===== src/rtl/dm_bus_arbiter_pkg.sv =====
// Shared encodings for the data-memory port arbiter.
// The DM window constant is also used by the M-stage address decode.
package dm_bus_arbiter_pkg;

    typedef enum logic [1:0] {
        ARB_IDLE = 2'd0,
        ARB_CPU  = 2'd1,
        ARB_DMA  = 2'd2
    } arb_state_e;

    localparam logic [31:0] DM_WINDOW = 32'h3000;
    localparam logic [3:0]  CNT_MAX   = 4'd15;

    function automatic logic [3:0] sat_inc(input logic [3:0] v);
        return (v == CNT_MAX) ? v : v + 4'd1;
    endfunction

endpackage


===== src/rtl/dm_bus_arbiter.sv =====
// Zero-latency arbiter for the single DM/bridge port: CPU M-stage vs DMA,
// with bounded DMA bursts, DMA starvation guard and DM-window check.
module dm_bus_arbiter
    import dm_bus_arbiter_pkg::*;
#(
    parameter int unsigned MAX_BURST    = 4,
    parameter int unsigned STARVE_LIMIT = 8,
    parameter logic [31:0] DMA_ADDR_LIM = DM_WINDOW
) (
    input  logic        clk,
    input  logic        reset,
    input  logic        cpu_req,
    input  logic        cpu_we,
    input  logic [31:0] cpu_addr,
    input  logic [31:0] cpu_wdata,
    input  logic [3:0]  cpu_be,
    output logic        cpu_gnt,
    output logic        cpu_stall,
    input  logic        dma_req,
    input  logic        dma_we,
    input  logic [31:0] dma_addr,
    input  logic [31:0] dma_wdata,
    input  logic [3:0]  dma_be,
    output logic        dma_gnt,
    output logic        dma_err,
    output logic [31:0] rdata,
    output logic        mem_en,
    output logic        mem_we,
    output logic [31:0] mem_addr,
    output logic [31:0] mem_wdata,
    output logic [3:0]  mem_be,
    input  logic [31:0] mem_rdata
);

    localparam logic [3:0] BURST_LIM  = 4'(MAX_BURST);
    localparam logic [3:0] STARVE_LIM = 4'(STARVE_LIMIT);

    arb_state_e state;
    logic [3:0] burst_cnt;
    logic [3:0] wait_cnt;

    logic locked;
    logic starved;
    logic dma_illegal;

    assign locked      = (state == ARB_DMA) && dma_req && (burst_cnt < BURST_LIM);
    assign starved     = (wait_cnt >= STARVE_LIM);
    assign dma_illegal = (dma_addr >= DMA_ADDR_LIM);

    assign cpu_stall = cpu_req & ~cpu_gnt;
    assign rdata     = mem_rdata;

    // Reset low suppresses every grant so nothing reaches memory.
    always_comb begin
        cpu_gnt   = 1'b0;
        dma_gnt   = 1'b0;
        mem_en    = 1'b0;
        mem_we    = 1'b0;
        mem_addr  = '0;
        mem_wdata = '0;
        mem_be    = '0;
        if (reset) begin
            if (locked || (dma_req && (starved || !cpu_req))) begin
                dma_gnt = 1'b1;
            end else if (cpu_req) begin
                cpu_gnt = 1'b1;
            end
        end
        if (cpu_gnt) begin
            mem_en    = 1'b1;
            mem_we    = cpu_we;
            mem_addr  = cpu_addr;
            mem_wdata = cpu_wdata;
            mem_be    = cpu_be;
        end else if (dma_gnt && !dma_illegal) begin
            mem_en    = 1'b1;
            mem_we    = dma_we;
            mem_addr  = dma_addr;
            mem_wdata = dma_wdata;
            mem_be    = dma_be;
        end
    end

    always_ff @(posedge clk) begin
        if (!reset) begin
            state     <= ARB_IDLE;
            burst_cnt <= '0;
            wait_cnt  <= '0;
            dma_err   <= 1'b0;
        end else begin
            dma_err <= dma_gnt & dma_illegal;
            if (dma_gnt) begin
                burst_cnt <= (state == ARB_DMA) ? sat_inc(burst_cnt) : 4'd1;
                wait_cnt  <= '0;
            end else begin
                burst_cnt <= '0;
                if (dma_req) begin
                    wait_cnt <= sat_inc(wait_cnt);
                end
            end
            if (dma_gnt) begin
                state <= ARB_DMA;
            end else if (cpu_gnt) begin
                state <= ARB_CPU;
            end else begin
                state <= ARB_IDLE;
            end
        end
    end

endmodule


===== config.mk =====
export PLATFORM = sky130hd
export DESIGN_NAME = dm_bus_arbiter
export DESIGN_NICKNAME = d
export VERILOG_FILES = /design/src/rtl/dm_bus_arbiter_pkg.sv /design/src/rtl/dm_bus_arbiter.sv
export SDC_FILE = /design/constraint.sdc
export NUM_CORES = 1
export LEC_CHECK = 0
export ABC_CLOCK_PERIOD_IN_PS = 1900
export BUFFER_PORTS_ARGS = -buffer_cell sky130_fd_sc_hd__buf_4
export CORE_AREA = 2 2 110 112
export CTS_BUF_LIST = sky130_fd_sc_hd__clkbuf_4
export DETAILED_ROUTE_END_ITERATION = 6
export DIE_AREA = 0 0 112 114
export GPL_ROUTABILITY_DRIVEN = 0
export GPL_TIMING_DRIVEN = 0
export HOLD_SLACK_MARGIN = 0.05
export PLACE_DENSITY_LB_ADDON = 0.05
export SYNTH_ARGS = -nofsm -noshare
export SYNTH_HDL_FRONTEND = slang
export SYNTH_SLANG_ARGS = --single-unit
export TNS_END_PERCENT = 50

===== constraint.sdc =====
create_clock -name clk -period 1.9 [get_ports clk]
set_input_delay 0.19 -clock clk [delete_from_list [all_inputs] [get_ports clk]]
set_output_delay 0.19 -clock clk [all_outputs]
set_load 0.01 [all_outputs]

---- Word level (Yosys, flattened, before mapping) ----
Cells that the tools add are included.
operators by class
  multiply operators ...................... 0
  div/mod/pow operators ................... 0
  shift operators ......................... 0
  multiplexer cells ....................... 19
  bitwise logic cells ..................... 5
  reduce and logical (&&, ||, !) cells .... 12
  eq/ne operators ......................... 4
  order comparisons ....................... 3
  add/sub/neg operators ................... 2
operator list
  kind                  count
  $mux 32               4
  $ge 32x14->1 const B  1
  $mux 1                12
  $add 4x1->4 const B   2
  $eq 4x4->1 const B    2
  $mux 4                2
  $ge 4x4->1 const B    1
  $logic_and 1x1->1     4
  $lt 4x3->1 const B    1
  $reduce_and 2->1      2
  $not 1->1             3
  $reduce_and 3->1      1
  $and 1x1->1           2
  $eq 2x2->1 const B    1
  $logic_not 1->1       2
  $logic_or 1x1->1      2
  $mux 2                1
  $ne 2x2->1 const B    1
  $reduce_or 2->1       1
word-level totals
  word-level logic and storage cells ...... 51
  memory bits (read-only) ................. 0
  latch bits .............................. 0
  memories kept ........................... 0
  output and inout port bits .............. 106
  input port bits ......................... 174
  memory bits (writable) .................. 0
  bits in registers ....................... 11

---- Logic depth before layout (Yosys ltp) ----
Gate-level depths: netlist of run 1.
  depth after elaboration ................. 9
  depth in mapped cells ................... 6
  mapped depth without buffers ............ 5

---- Worst setup path after synthesis of run 1 ----
Ideal clock, no wire load.
  path type ............................... reg-to-output
  from .................................... register burst_cnt[2]
  to ...................................... output mem_addr[10]
  cell stages (with the launch flop) ...... 6
  required time ........................... 1710 ps
  data arrival time ....................... 1717 ps
  buffers on the path ..................... 1
  slack ................................... -7 ps
  path through ............................ dfxtp_1 > nor4b_4 > o211ai_4 > nor4_4 > buf_6 > a22o_1
between the ends
  longest elaborated chain between the ends .. 8
  elaborated cells between the ends (all ways) .. 10
  classes of those cells .................. order compare: 1; mux: 6; reduce/logical: 3
RTL lines
  item                    RTL line              source
  from (decl)             dm_bus_arbiter.sv:39  logic [3:0] burst_cnt;
  from (signal assigned)  dm_bus_arbiter.sv:93  burst_cnt <= (state == ARB_DMA) ? sat_inc(burst_cnt) : 4'd1;
  $lt 4x3->1 *            dm_bus_arbiter.sv:46  assign locked = (state == ARB_DMA) && dma_req && (burst_cnt < BURST_LIM);
  $logic_and 1x1->1 *     dm_bus_arbiter.sv:46
  $logic_or 1x1->1 *      dm_bus_arbiter.sv:63  if (locked || (dma_req && (starved || !cpu_req))) begin
  $mux 1                  dm_bus_arbiter.sv:63
  $mux 1                  dm_bus_arbiter.sv:62  if (reset) begin
  $logic_and 1x1->1       dm_bus_arbiter.sv:75  end else if (dma_gnt && !dma_illegal) begin
  $mux 32                 dm_bus_arbiter.sv:75
  $mux 32 *               dm_bus_arbiter.sv:69  if (cpu_gnt) begin
  to (decl)               dm_bus_arbiter.sv:29  output logic [31:0] mem_addr,
Every way passes the cells marked *; elsewhere a longest branch is shown, timed or not.

---- Final worst setup path of run 1 ----
  from .................................... register burst_cnt[3]
  to ...................................... output mem_addr[11]
The elaborated chain is that of the path after synthesis.

==> results.md, run 1 <==
- Fin. Hold Viols: 0
- Critical-path maximum fanout: 8
- Vias in the first global route: 2121
- Initial Util: 0.134
- Die area: 12800 um^2
- Clock Power Share: 0.140
- Post-synthesis instance total: 183
- Setup Viol. Count Final: 71
- Clock latency on the worst-skew pair: 0.27 ns
- Placement Setup Slack: -0.364 ns
- Post-Synth Simple-Gate Area: 0.202
- DR WL/cell: 16.1 um
- GRT Total Usage: 0.129
- Clock skew: 0.000510 ns
- Worst hold path type: input port to flop
- Fraction of synthesized cell area in xor and xnor cells: 0.0111
- Number of antenna-violating nets in the routed design: 0
- Post-CTS Hold Buffers: 0
- CTS tree: done
- Worst hold stages: 3
- Reg power frac: 0.188
- Final Critical Period: 2.23 ns
- Vias per cell: 4.06
- CP Cell Sequence: nor4b_4 -> o22ai_2 -> and2_4 -> buf_12 -> clkbuf_16 -> a22o_2 -> buf_6
- Count of synthesis-stage warnings from yosys: 0
- Worst Tran Pin Value: 0.383 ns
- Mapped Avg Cell Area: 8.60 um^2
- Post-synth design cell area: 1570 um^2
- Final setup margin: -0.331 ns
- Fillers: 1221
- Starting DRT DRC Count: 56
- Largest family of logic cells by synthesized area: compound AO/OA/AOI/OAI gates
- Root Buffer: clkbuf_4
- Sw frac: 0.297
- Hold WS: 0.281 ns
- Slowest cell on the critical path: nor4b_4
- # IOs: 280
- H-tree levels: 1
- P&R area growth vs syn: 184%
- Cell row count: 40
- Initial antenna violation count: 0
- Data required, critical path: 1.71 ns
- Share of layout cells above drive strength 1: 0.820
- Die W: 112 um
- Pleak: 2.36 nW
- Tcrit/Tclk final: 1.17
- I/O Buffers: 246
- Register area share after synthesis: 0.140
- Final Max Tran Viols: 0
- Final wirelength: 9600 um
- Fin nets: 627
- F_max: 448 MHz
- Global-route wire length before repair: 12800 um
- Max cap viols: 0
- Peak supply drop: 0.000356 V
- Detailed-route DRC error count: 0
- Detail Placement HPWL: 7650 um
- Area of the multi-input gates: 1220 um^2
- Global route overflow: 0
- Vias: 2417
- Num CTS Buffers: 3
- Worst reg2reg path depth: 5
- Clock sink total: 11
- Post-synth cell types: 35
- Psw: 384 uW
- Startpoint Class: flop
- Antenna fix cells: 0
- RSZ-0062 raised after global routing: true
- Largest net degree at the start of global routing: 11
- Post-synthesis mux area share: 0.00636
- Combinational power share: 0.672
- Clock-pin slew on the worst setup and hold paths: 0.07 ns
- Failing checks: negative setup slack
- Int Power: 909 uW
- Initial DRT Pass Iterations: 4
- Adder-cell area share of the yosys netlist: 0.0238
- Max clock buf depth: 2
- Syn_nets: 360
- Power Dens Cells: 289 nW/um^2
- Critical Path End Type: output port
- Synth Register Bits: 11
- CP Class: flop to output port
- Status: finished with violations
- Chip height: 114 um
- Worst slew margin: 0.743
- Core Area: 11700 um^2
- Slowest stage delay, CP: 0.42 ns
- CP arrival: 2.04 ns
- FF+latch area: 226 um^2
- Synth Area in Compound Gates: 0.380
## metal layers
metal / track usage / up-vias / wire, um
met5: 0 / - / 0
met4: 0.0276 / 0 / 127
met3: 0.0313 / 8 / 750
met2: 0.248 / 120 / 5200
met1: 0.144 / 1087 / 3520
li1: - / 1202 / -
## cell usage after synthesis
| cell | instances | area share |
|---|---|---|
| o2111ai_1 | 1 | 0.0056 |
| buf_4 | 32 | 0.15 |
| buf_6 | 7 | 0.050 |
| ha_1 | 3 | 0.024 |
| nor3b_1 | 1 | 0.0048 |
| o211ai_4 | 1 | 0.014 |
| nor2_1 | 6 | 0.014 |
| nand3_1 | 4 | 0.013 |
| or4_1 | 1 | 0.0048 |
| nor2b_1 | 1 | 0.0040 |
| mux2i_1 | 1 | 0.0064 |
| nor4_4 | 1 | 0.014 |
| a22o_4 | 1 | 0.011 |
| and2_1 | 2 | 0.0079 |
| a211oi_1 | 1 | 0.0048 |
| a22o_1 | 3 | 0.017 |
| nor4b_4 | 1 | 0.015 |
| nand2b_1 | 1 | 0.0040 |
| a22o_2 | 47 | 0.30 |
| buf_2 | 1 | 0.0032 |
| and4b_1 | 1 | 0.0064 |
| nand2_1 | 6 | 0.014 |
| and3_1 | 18 | 0.072 |
| a21oi_1 | 4 | 0.013 |
| xnor2_1 | 2 | 0.011 |
| o21ai_0 | 1 | 0.0032 |
| or2_2 | 1 | 0.0040 |
| clkbuf_1 | 8 | 0.019 |
| o22ai_1 | 1 | 0.0040 |
| nor4_1 | 3 | 0.012 |
| dfxtp_1 | 11 | 0.14 |
| nor3_1 | 4 | 0.013 |
| a31oi_1 | 1 | 0.0040 |
| a41oi_1 | 1 | 0.0056 |
| inv_1 | 5 | 0.012 |
## flip-flops by register name (all words and copies together) (netlist names)
register   flops
state          2
wait_cnt       4
dma_err        1
burst_cnt      4
## worst paths after layout
check,start,to,slack (ns)
setup / recovery,burst_cnt[3],mem_addr[11],-0.33
hold / removal,dma_req,wait_cnt[1],0.28
setup reg to reg,burst_cnt[3],state[0],0.30
hold reg to reg,wait_cnt[1],wait_cnt[1],0.50
## metrics by stage
stage               power, mW  TNS (ns)  utilization  std cells  area [um^2]
CTS                      1.28    -20.31        0.359        588         4210
floorplan               0.513         0            -        183         1570
detailed placement      0.947    -17.80        0.308        576         3600
global placement        0.947    -17.79        0.308        576         3600
global route             1.37    -24.36        0.382        596         4470
finish                   1.29    -18.15        0.382        596         4470
## power by group through the flow
stage                     Combinational (mW)  Sequential (mW)  Clock, mW
after detailed placement               0.698            0.249          0
after floorplan                        0.264            0.248          0
final                                  0.869            0.243      0.181
after CTS                              0.841            0.244      0.192
after global routing                   0.920            0.244      0.204
after global placement                 0.698            0.249          0
## area by class of cell
type,count,area share
flip-flops and latches,11,0.0507
multi-input cells,119,0.274
inverters,5,0.00420
clock buffers,4,0.00672
repair buffers,262,0.514
plain buffers,48,0.109
well taps,147,0.0411
## layout by cell type (no fill, tap or decap), drive strengths merged, types with 2 or more instances in the layout
cell type	Yosys	final
buf	40	296
xnor2	2	2
and2	2	2
a22o	51	51
nand3	4	4
and3	18	18
nand2	6	6
ha	3	3
nor2	6	6
nor3	4	4
a21oi	4	4
nor4	4	4
inv	5	5
dfxtp	11	11
clkbuf	8	18
## timing repair
item / 4_1_cts / 5_1_grt
setup endpoints to repair: 71 / 71
cloned: 5 / 5
buffers inserted: 3 / 3
resized for setup: 101 / 29
pin swaps: 13 / 17
## cells by family (layout without fill, tap and decap cells)
family,count (synthesis),count (layout)
buffers and inverters,53,319
AND/OR/NAND/NOR,51,51
AO/OA/AOI/OAI,62,62
multiplexers,1,1
XOR/XNOR,2,2
adder cells (fa/ha/maj),3,3
flip-flops,11,11
## worst max-delay path: cells and delay by family (launching register included)
| family | cells | cell delay (ns) |
|---|---|---|
| buf+inv | 3 | 0.42 |
| compound gates | 2 | 0.38 |
| simple gates | 2 | 0.60 |
| flops | 1 | 0.36 |
Note: power is estimated with default switching activity, not from simulation.
==> inputs of run 2 (changes only) <==
- RECOVER_POWER: default -> 50
==> results.md, run 2 (synthesis results as in run 1) <==
- Clock skew: 0.000684 ns
- Placed Cells incl. Taps: 576
- Total Power: 1.27 mW
- Worst slew margin: 0.742
- Data required, critical path: 1.71 ns
- Sw frac: 0.302
- Max cap viols: 0
- Combinational power share: 0.666
- Psw: 384 uW
- Die W: 112 um
- Initial antenna violation count: 0
- Starting DRT DRC Count: 56
- Root Buffer: clkbuf_4
- Clock Power Share: 0.143
- Power Dens Cells: 290 nW/um^2
- Failing checks: negative setup slack
- RSZ-0062 raised after global routing: true
- Vias per cell: 4.06
- CTS tree: done
- P&R area growth vs syn: 179%
- Fin nets: 627
- Share of layout cells above drive strength 1: 0.768
- Antenna fix cells: 0
- Initial Util: 0.134
- Post-Layout Inst Area: 4380 um^2
- Peak supply drop: 0.000356 V
- Top flop regs: burst_cnt x4, wait_cnt x4, state x2
- Largest net degree at the start of global routing: 11
- Chip height: 114 um
- Reg power frac: 0.191
- GRT Total Usage: 0.129
- Num CTS Buffers: 3
- Slowest stage delay, CP: 0.42 ns
- CP Cell Sequence: nor4b_4 -> o22ai_2 -> and2_4 -> buf_12 -> clkbuf_16 -> a22o_2 -> buf_6
- Startpoint Class: flop
- Worst hold path type: input port to flop
- Max clock buf depth: 2
- Final Max Tran Viols: 0
- Clock latency on the worst-skew pair: 0.27 ns
- Final wirelength: 9600 um
- # IOs: 280
- Global-route wire length before repair: 12800 um
- Vias: 2420
- Final core utilization: 0.374
- CP Class: flop to output port
- Post-Layout Cell Count: 596
- Worst Tran Pin Value: 0.386 ns
- Critical Path End Type: output port
- Global route overflow: 0
- Detail Placement HPWL: 7650 um
- Critical-path maximum fanout: 8
- I/O Buffers: 246
- H-tree levels: 1
- Slowest cell on the critical path: nor4b_4
- Int Power: 889 uW
- Most common library cell in the layout ignoring fill and taps: buf_4
- Setup TNS: -18.18 ns
- Clock sink total: 11
- Initial DRT Pass Iterations: 4
- Cell row count: 40
- Clock-pin slew on the worst setup and hold paths: 0.07 ns
- Detailed-route DRC error count: 0
- Vias in the first global route: 2121
- CP arrival: 2.04 ns
- DR WL/cell: 16.1 um
- Pleak: 2.28 nW
- Final Critical Period: 2.23 ns
- Number of antenna-violating nets in the routed design: 0
- Final setup margin: -0.331 ns
- Leading cell types in the layout, fill and taps excluded: buf_4 (206), buf_6 (57), a22o_4 (32), clkbuf_1 (25), and3_1 (18)
- Setup Viol. Count Final: 71
- Core Area: 11700 um^2
- Status: finished with violations
- Fin. Hold Viols: 0
- F_max: 448 MHz
- Die area: 12800 um^2
- Tcrit/Tclk final: 1.17
- Placed cell area: 3600 um^2
==> run 2: cell types whose count changed in the layout (fill, tap and decap cells not counted), sizes merged <==
| cell | delta |
|---|---|
| buf | -23 |
| clkbuf | +23 |
==> run 2: power by group through the flow <==
stage | combinational [mW] | clock, mW | sequential [mW]
after detailed placement | 0.698 | 0 | 0.249
after global routing | 0.899 | 0.204 | 0.244
after global placement | 0.698 | 0 | 0.249
final | 0.849 | 0.182 | 0.243
after floorplan | 0.264 | 0 | 0.248
after CTS | 0.841 | 0.192 | 0.244
==> run 2: path summary, 6_finish.rpt <==
kind / slack, ns / startpoint / cells past startpoint / to
hold / removal: 0.28 / dma_req / 3 / wait_cnt[1]
setup / recovery: -0.33 / burst_cnt[3] / 7 / mem_addr[11]
setup reg to reg: 0.30 / burst_cnt[3] / 5 / state[0]
hold reg to reg: 0.50 / wait_cnt[1] / 2 / wait_cnt[1]
==> run 2: cell type report <==
type | instances | area (um^2)
flip-flops and latches | 11 | 226
clock buffers | 4 | 30.0
well taps | 147 | 184
plain buffers | 48 | 487
repair buffers | 262 | 2210
inverters | 5 | 18.8
fillers | 1229 | 7330
multi-input cells | 119 | 1220
==> run 2: critical path, delay by kind of cell, from the launching register on <==
family                 cells  cell delay (ns)
DFF                        1             0.36
and+or+nand+nor            2             0.60
AOI/OAI and AO/OA          2             0.38
buffers and inverters      3             0.42
==> run 2: stage by stage <==
stage | hold WS, ns | setup WS [ns]
finish | 0.281 | -0.331
global route | 0.290 | -0.403
CTS | 0.273 | -0.348
detailed placement | 0.493 | -0.364
global placement | 0.493 | -0.358
floorplan | 0.350 | 0.0325
==> run 2: repair_timing <==
action                                  in CTS  in global routing
cloned                                       5                  5
gates resized for setup                    101                 29
buffers inserted                             3                  3
endpoints found under the setup margin      71                 71
endpoints found under the hold margin        0                  0
hold buffers                                 0                  0
pin swaps                                   13                 17
==> run 2: layer usage <==
metal | share of wire | wire length (um) | global-route usage | vias to the layer above
li1 | - | - | - | 1202
met1 | 0.37 | 3540 | 0.144 | 1087
met2 | 0.54 | 5180 | 0.248 | 121
met3 | 0.077 | 741 | 0.0313 | 10
met4 | 0.014 | 133 | 0.0276 | 0
met5 | 0 | 0 | 0 | -
==> inputs of run 3 (changes only) <==
- ABC_CLOCK_PERIOD_IN_PS: 1900 -> 2670
- clock period: 1.9 -> 2.67 ns (I/O delays scaled with it)
==> results.md, run 3 (synthesis results as in run 1) <==
- Status: completed
- Post-Layout Inst Area: 3460 um^2
- PostCTS Resize Cnt: 0
- CTS tree: done
- FF+latch area: 220 um^2
- Combinational power share: 0.604
- Post-Layout Cell Count: 580
- Critical-path maximum fanout: 10
- Vias per cell: 3.98
- Hold WS: 0.341 ns
- Initial Util: 0.134
- Worst slew margin: 0.635
- Tcrit/Tclk final: 0.936
- Clock Power Share: 0.169
- Post-CTS Setup Bufs: 0
- Pleak: 1.80 nW
- Power Dens Cells: 221 nW/um^2
- Placement Setup Slack: 0.374 ns
- Final Max Tran Viols: 0
- GRT Total Usage: 0.123
- Final core utilization: 0.296
- Clock skew: 0.00540 ns
- Reg2Reg Capture Point: state[0]
- Initial DRT Pass Iterations: 4
- Worst flop-to-flop path startpoint: wait_cnt[3]
- H-tree levels: 1
- Largest net degree at the start of global routing: 11
- Peak supply drop: 0.000198 V
- Data required, critical path: 2.40 ns
- Initial antenna violation count: 0
- RSZ-0062 raised after global routing: false
- Worst reg2reg path depth: 5
- DR WL/cell: 15.6 um
- Clock latency on the worst-skew pair: 0.27 ns
- CP arrival: 2.23 ns
- Post-CTS Hold Buffers: 0
- CP Capture Point: mem_addr[7]
- Placed Cells incl. Taps: 576
- Vias in the first global route: 2132
- Leading cell types in the layout, fill and taps excluded: buf_4 (232), clkbuf_1 (54), a22o_2 (47), and3_1 (18), dfxtp_1 (11)
- Final Critical Period: 2.50 ns
- Critical Path End Type: output port
- I/O Buffers: 246
- P&R area growth vs syn: 120%
- R2R setup slack: 0.96 ns
- Max cap viols: 0
- Num CTS Buffers: 3
- Core Area: 11700 um^2
- Startpoint Class: flop
- Sw frac: 0.312
- Worst hold path type: input port to flop
- Top flop regs: burst_cnt x4, wait_cnt x4, state x2
- Psw: 238 uW
- Total Power: 764 uW
- Number of antenna-violating nets in the routed design: 0
- Share of layout cells above drive strength 1: 0.684
- Antenna fix cells: 0
- Placed cell area: 3600 um^2
- Die area: 12800 um^2
- Final setup margin: 0.172 ns
- CP Class: flop to output port
- Final wirelength: 9040 um
- Crit path from: burst_cnt[3]
- Reg power frac: 0.227
- Vias: 2309
- Setup TNS: 0 ns
- Root Buffer: clkbuf_4
- Fillers: 1335
- Global route overflow: 0
- Area of the multi-input gates: 981 um^2
- Detail Placement HPWL: 7770 um
- Starting DRT DRC Count: 86
- Most common library cell in the layout ignoring fill and taps: buf_4
- Worst Tran Pin Value: 0.544 ns
- Chip height: 114 um
- Setup Viol. Count Final: 0
- Max clock buf depth: 2
- Fin nets: 611
- # IOs: 280
- Cell row count: 40
- Die W: 112 um
- F_max: 400 MHz
- Int Power: 526 uW
- Clock sink total: 11
- Clock-pin slew on the worst setup and hold paths: 0.07 ns
- Fin. Hold Viols: 0
- Detailed-route DRC error count: 0
- Global-route wire length before repair: 12500 um
## run 3: final cells by class
cell class / instances / area share
repair buffers: 246 / 0.484
multi-input cells: 119 / 0.283
plain buffers: 48 / 0.102
flip-flops and latches: 11 / 0.0636
well taps: 147 / 0.0531
clock buffers: 4 / 0.00867
inverters: 5 / 0.00542
## run 3: how the worst min path moves through the flow
stage | startpoint | to | slack, ns | depth (start not counted)
global route | reset | state[1] | 0.37 | 3
floorplan | reset | state[1] | 0.43 | 2
detailed placement | wait_cnt[1] | wait_cnt[1] | 0.49 | 2
CTS | reset | state[1] | 0.34 | 3
finish | reset | state[1] | 0.34 | 3
global placement | wait_cnt[1] | wait_cnt[1] | 0.49 | 2
## run 3: worst max-delay path: stages, from the launching register on
cell,delay (ns)
dfxtp_1,0.36
nor4b_4,0.40
o22ai_1,0.16
and2_1,0.20
buf_6,0.14
clkbuf_1,0.24
a22o_2,0.32
buf_4,0.14
## run 3: metal layers
layer / share of wire / global-route usage
met3: 0.070 / 0.0202
met1: 0.37 / 0.141
met4: 0.017 / 0.0285
met5: 0 / 0
met2: 0.54 / 0.237
## run 3: power by group through the flow
stage	Clock [mW]	Sequential (mW)	Combinational [mW]
after floorplan	0	0.177	0.188
after global placement	0	0.177	0.494
after detailed placement	0	0.177	0.496
after CTS	0.132	0.174	0.497
after global routing	0.136	0.174	0.497
final	0.129	0.173	0.461
